==> src/rtl/dmem_lsu.sv <==
// dmem_lsu: single-outstanding load/store initiator with funct3 width decode, load extension and sub-doubleword read-modify-write
module dmem_lsu #(
  parameter int DATA_WIDTH = 64,
  parameter longint unsigned ADDR_LIMIT = 1048576
) (
  input  logic                  in_clk,
  input  logic                  in_rst_n,
  input  logic                  in_req,
  input  logic                  in_we,
  input  logic [2:0]            in_funct3,
  input  logic [DATA_WIDTH-1:0] in_addr,
  input  logic [DATA_WIDTH-1:0] in_wdata,
  output logic                  out_busy,
  output logic                  out_done,
  output logic                  out_fault,
  output logic [DATA_WIDTH-1:0] out_rdata,
  output logic [DATA_WIDTH-1:0] out_mem_addr,
  output logic [DATA_WIDTH-1:0] out_mem_data,
  output logic                  out_mem_wr_en,
  input  logic [DATA_WIDTH-1:0] in_mem_data
);
  typedef enum logic [2:0] {IDLE, LOAD, RMW_RD, WRITE, DONE} state_t;
  localparam logic [DATA_WIDTH-1:0] MAX_ADDR = DATA_WIDTH'(ADDR_LIMIT - 64'd8);
  state_t                state_q, state_d;
  logic [DATA_WIDTH-1:0] addr_q, merge_q, rdata_q, ld_ext, st_merge;
  logic [2:0]            f3_q;
  logic                  done_q, fault_q, wr_en_q, accept, req_fault;
  assign accept        = (state_q == IDLE) && in_req;
  assign req_fault     = (in_we ? in_funct3[2] : (in_funct3 == 3'b111)) || (in_addr > MAX_ADDR);
  assign out_busy      = state_q != IDLE;
  assign out_done      = done_q;
  assign out_fault     = fault_q;
  assign out_rdata     = rdata_q;
  assign out_mem_addr  = addr_q;
  assign out_mem_data  = merge_q;
  assign out_mem_wr_en = wr_en_q;
  // Next-state: faults skip memory, SD writes directly, narrower stores read first
  always_comb begin
    state_d = state_q;
    unique case (state_q)
      IDLE:    if (in_req) state_d = req_fault ? DONE : !in_we ? LOAD : (in_funct3[1:0] == 2'b11) ? WRITE : RMW_RD;
      LOAD:    state_d = DONE;
      RMW_RD:  state_d = WRITE;
      WRITE:   state_d = DONE;
      DONE:    state_d = IDLE;
      default: state_d = IDLE;
    endcase
  end
  // Sign/zero extension of the raw 8-byte read according to the latched load width
  always_comb begin
    ld_ext = in_mem_data;
    case (f3_q)
      3'b000:  ld_ext = {{(DATA_WIDTH-8){in_mem_data[7]}}, in_mem_data[7:0]};
      3'b001:  ld_ext = {{(DATA_WIDTH-16){in_mem_data[15]}}, in_mem_data[15:0]};
      3'b010:  ld_ext = {{(DATA_WIDTH-32){in_mem_data[31]}}, in_mem_data[31:0]};
      3'b100:  ld_ext = {{(DATA_WIDTH-8){1'b0}}, in_mem_data[7:0]};
      3'b101:  ld_ext = {{(DATA_WIDTH-16){1'b0}}, in_mem_data[15:0]};
      3'b110:  ld_ext = {{(DATA_WIDTH-32){1'b0}}, in_mem_data[31:0]};
      default: ld_ext = in_mem_data;
    endcase
  end
  // Overlay the low store bytes (still held in merge_q) onto the word just read
  always_comb begin
    st_merge = in_mem_data;
    case (f3_q[1:0])
      2'b00:   st_merge[7:0]  = merge_q[7:0];
      2'b01:   st_merge[15:0] = merge_q[15:0];
      2'b10:   st_merge[31:0] = merge_q[31:0];
      default: st_merge       = merge_q;
    endcase
  end
  // State and all outputs registered so write enable and status never glitch
  always_ff @(posedge in_clk or negedge in_rst_n) begin
    if (!in_rst_n) begin
      state_q <= IDLE;
      addr_q  <= '0;
      merge_q <= '0;
      rdata_q <= '0;
      f3_q    <= '0;
      done_q  <= 1'b0;
      fault_q <= 1'b0;
      wr_en_q <= 1'b0;
    end else begin
      state_q <= state_d;
      wr_en_q <= state_d == WRITE;
      done_q  <= state_d == DONE;
      fault_q <= accept && req_fault;
      if (accept) begin
        addr_q  <= in_addr;
        f3_q    <= in_funct3;
        merge_q <= in_wdata;
      end
      if (state_q == LOAD) rdata_q <= ld_ext;
      if (state_q == RMW_RD) merge_q <= st_merge;
    end
  end
endmodule

==> config.mk <==
export PLATFORM = sky130hd
export DESIGN_NAME = dmem_lsu
export DESIGN_NICKNAME = d
export VERILOG_FILES = /design/src/rtl/dmem_lsu.sv
export SDC_FILE = /design/constraint.sdc
export NUM_CORES = 1
export LEC_CHECK = 0
export CORE_AREA = 2 2 153 155
export DETAILED_ROUTE_END_ITERATION = 8
export DIE_AREA = 0 0 155 157
export PLACE_DENSITY = 0.72
export REMOVE_ABC_BUFFERS = 1
export SLEW_MARGIN = 20
export SYNTH_ARGS = -nofsm -noshare
export SYNTH_HDL_FRONTEND = slang
export SYNTH_SLANG_ARGS = --single-unit
==> constraint.sdc <==
create_clock -name in_clk -period 2.5 [get_ports in_clk]
set_clock_uncertainty 0.2 [all_clocks]
set_input_delay 0.5 -clock in_clk [delete_from_list [all_inputs] [get_ports in_clk]]
set_output_delay 0.5 -clock in_clk [all_outputs]
set_load 0.005 [all_outputs]
======== After elaboration in Yosys (flattened, before gate mapping) ========
Cells that the tools add are included.
word-level totals
  flip-flop bits (word level) ............. 201
  bits in latches ......................... 0
  bits in writable memories ............... 0
  ROM bits ................................ 0
  bits of input ports ..................... 199
  output and inout bits ................... 196
  logic and storage cells ................. 57
  memories ................................ 0
cells by class
  $add $sub $neg .......................... 0
  multiply operators ...................... 0
  divide/modulo/power cells ............... 0
  order comparisons ....................... 1
  eq/ne operators ......................... 17
  shift-type cells ........................ 0
  multiplexer cells ....................... 12
  bitwise operators ....................... 1
  reduce and logical (&&, ||, !) cells .... 15
operator list
  operator              count
  $pmux 64 s6           1
  $mux 64               2
  $gt 64x20->1 const B  1
  $mux 32               1
  $mux 16               1
  $eq 3x3->1 const B    5
  $eq 3x2->1 const B    4
  $pmux 3 s3            1
  $mux 8                1
  $reduce_and 2->1      4
  $eq 3x1->1 const B    2
  $logic_not 3->1       2
  $mux 3                2
  $eq 2x2->1 const B    2
  $ne 2x2->1 const B    2
  $reduce_or 2->1       2
  $reduce_bool 3->1     1
  $reduce_or 3->1       1
  $eq 2x1->1 const B    1
  $logic_and 1x1->1     2
  $logic_not 2->1       1
  $mux 1                2
  $mux 2                1
  $ne 2x1->1 const B    1
  other kinds (3)       3

======== Depth between registers and ports, before layout ========
  word-level depth ........................ 7
  depth in mapped cells ................... 7
  gate-level depth less buffers ........... 5

======== Worst setup path before layout ========
OpenSTA, ideal clock, no wires.
  path type ............................... reg2reg
  start point ............................. register state_q[2]
  end point ............................... register addr_q[39], in the netlist out_mem_addr[39]
  arrival time ............................ 1.609 ns
  required time ........................... 2.175 ns
  setup slack ............................. 0.566 ns
  stages on the path, launching flop included .. 7
  buffers on the path ..................... 3
  clock period less this slack ............ 1.934 ns
  path through ............................ dfrtp_1 -> or3_1 -> buf_2 -> nor2_4 -> buf_6 -> buf_6 -> mux2_2
on the way
  longest elaborated chain between the ends .. 2
ends and longest elaborated chain
  what                    line  text
  start, declared         24    state_t state_q, state_d;
  start signal, assigned  84    state_q <= state_d;
  $logic_not 3->1         28    assign accept = (state_q == IDLE) && in_req;
  $logic_and 1x1->1       28
  end signal, assigned    89    addr_q <= in_addr;
  end, declared           25    logic [DATA_WIDTH-1:0] addr_q, merge_q, rdata_q, ld_ext, st_merge;
Every way passes these cells.
A chain may end at the register's enable or synchronous reset.

======== Worst setup path in the final report ========
  start point ............................. register state_q[2]
  end point ............................... output port out_busy
on the way
  longest elaborated chain between the ends .. 1
ends and longest elaborated chain
  what               line  text
  $reduce_bool 3->1  30    assign out_busy = state_q != IDLE;
  end, declared      13    output logic out_busy,
Every way passes these cells.

==> metrics.txt <==
status finished, final reports clean; crit path cell chain or3_1 -> dlygate4sd2_1; Rel. slew slack approximately 48%; CTS root buffer clkbuf_16; Final min period 2420 ps; Ports around 400; mean routed wirelength per cell roughly 19 µm; CP Class register to primary output; Non-Filler Instances roughly 1400; Final ANT Viol Nets 0; drt pass-1 iters 5; setup bufs post-CTS 0; synth warn 0; share of layout cells above drive strength 1 between 10% and 20%; CTS tree built; Clock Latency Late Sink 500 ps; Die Wd about 160 µm; Setup crit start kind register; IO Port Bufs roughly 390; Ant. Diodes 0; first-pass GRT wire length 41100 µm; vias in the first global route 7432; Iter 0 DRT Violations between 300 and 400; TritonCTS buffer count 23; GPL Wtd Cong about 0.85; Synth Register Bits about 200; Die H 157 µm; max-cap violations 0; DRC 0; area share of the largest cell type after synthesis ~62%; Detail Placement HPWL 19600 µm; Max Clock Freq between 400 and 500 MHz; Bufs on Longest Clock Path 3; reg2reg setup slack between 200 and 300 ps; synth unique cells 30; hold slack ~270 ps; GRT Util Overall around a fifth; Peak supply drop between 0.4 and 0.5 mV; largest area contributor in the netlist dfrtp_1; pwr dens between 600 and 700 nW/µm²; period utilization between 90% and 100%; Detailed Route WL 26600 µm; Min-Delay Path Class register to register; Cells after Synth just over 700; Worst-path clk slew 60 ps; RSZ-0062 raised after global routing false; grt ovf 0; drt via density 5.00; Fin. Hold Viols 0; sequential share of the synthesized area around 62%; Area Overhead vs Synth 63.7%; placed cells 1386; type of destination of the critical path primary output; Slew @ Worst Pin ~770 ps; worst setup margin around 80 ps; largest net degree at the start of global routing between 60 and 70; Max Slew Vio Count 0; core box area approximately 23000 µm²; Final setup viols 0; data arrival time of the worst path 1720 ps; die area about 24000 µm²; leading post-synthesis cells by cell area dfrtp_1 62%, mux2_2 11%, nand2_1 7.7%; antenna violations before repair 0; mapped cell area ~8100 µm²; DP Worst Slack -145 ps; CP max FO 5; Leakage about 5.5 nW; Syn Area/Cell between 10 and 15 µm²; slowest cell on the critical path or3_1; FP Rows between 50 and 60; slowest stage delay, CP a little under 500 ps; starting density of the core a little over a third; H-Tree Depth 1; CTS Sinks between 200 and 250; Critical Path RT 1800 ps; net count reported at finish ~1300; DR vias 7141
final cells by class:
cell class              count  area, µm²
flip-flops and latches    201       5030
clock inverters             9        125
fillers                  1859       9230
inverters                   3       11.3
well taps                 285        357
repair buffers            423       4230
clock buffers              31        676
multi-input cells         475       2840
registers in the layout, summed over array words and instances (netlist names):
name	cells
out_rdata	64
out_fault	1
out_mem_addr	64
state_q	3
out_mem_data	64
out_done	1
f3_q	3
out_mem_wr_en	1
layout by cell type (no fill, tap or decap), types with 2 or more instances in the layout:
cell type	Yosys	routed
clkdlybuf4s50_1	0	392
dfrtp_1	201	201
nand2_1	166	166
mux2_2	81	81
a21oi_1	66	66
nor2_1	60	58
a22oi_1	56	56
clkbuf_16	0	23
buf_4	0	23
nor4_1	13	13
clkbuf_8	0	8
nand4_1	6	6
nor2_2	4	5
buf_12	0	5
clkinv_2	0	4
inv_1	3	3
o31ai_1	3	3
bufinv_16	0	3
nor3_1	2	2
nand3_1	2	2
and2_1	2	2
nor2_4	1	2
mux2_1	2	2
clkinvlp_4	0	2
path summary, 6_finish.rpt:
kind	cells after the start	startpoint	to
worst min register to register	2	out_mem_data[47]	out_mem_data[47]
min in group asynchronous	2	in_rst_n	out_mem_addr[51]
worst max register to register	8	state_q[2]	out_mem_data[32]
worst max-delay path	2	state_q[2]	out_busy
worst min-delay path	2	out_mem_data[47]	out_mem_data[47]
max in group asynchronous	3	in_rst_n	out_rdata[39]
critical path: cells and delay by family, from the launching register on:
family,cells,cell delay [ps]
DFF,1,390
buffers and inverters,1,340
and+or+nand+nor,1,490
logic make-up after synthesis:
group	Yosys count	synth area share (%)
buffers and inverters	46	2.98
AO/OA/AOI/OAI	129	9.96
flip-flops	201	62.1
multiplexers	84	11.7
AND/OR/NAND/NOR	262	13.4
routing by layer:
layer | up-vias | GRT usage [%] | share of wire [%]
met2 | 332 | 37.8 | 51
met4 | 0 | 5.51 | 2.1
li1 | 3303 | - | -
met3 | 38 | 6.91 | 9.2
met5 | - | 0 | 0
met1 | 3468 | 24.8 | 38
metrics by stage:
stage               area [µm²]  power (mW)  TNS [ps]  utilization [%]
floorplan                 7880        4.23   -188930                -
global placement         12500        5.42      -893             55.4
detailed placement       12500        5.45      -690             55.4
CTS                      13300        9.03         0             59.0
global route             13300        9.33         0             59.0
finish                   13300        8.90         0             59.0
repair_timing:
action | 4_1_cts | 5_1_grt
endpoints found under the setup margin | 1 | 0
hold buffers | 1 | 0
resized for setup | 1 | 0
endpoints found under the hold margin | 47 | 0
report_power, final:
group          total (mW)  internal [mW]  switching, mW  leakage, nW
sequential           3.73           3.56          0.170         2.25
combinational        1.65           1.05          0.606         2.89
clock                3.52           2.19           1.33        0.393
cell usage after synthesis:
cell	number
nor3b_2	1
a21o_1	1
or2_1	1
nor2_2	4
buf_2	25
inv_1	3
o31ai_1	3
nand4_1	6
or3_1	1
mux2_2	81
a211oi_1	1
nor2_1	60
or3b_1	1
nor3_1	2
nand2_1	166
nor4_1	13
a21oi_1	66
a22oi_1	56
o31a_1	1
nor2_4	1
and2_1	2
dfrtp_1	201
nand3_1	2
buf_6	5
or2_2	1
o31a_2	1
mux2i_1	1
mux2_1	2
clkbuf_1	13
nand2b_1	1
Note: power is estimated with default switching activity, not from simulation.
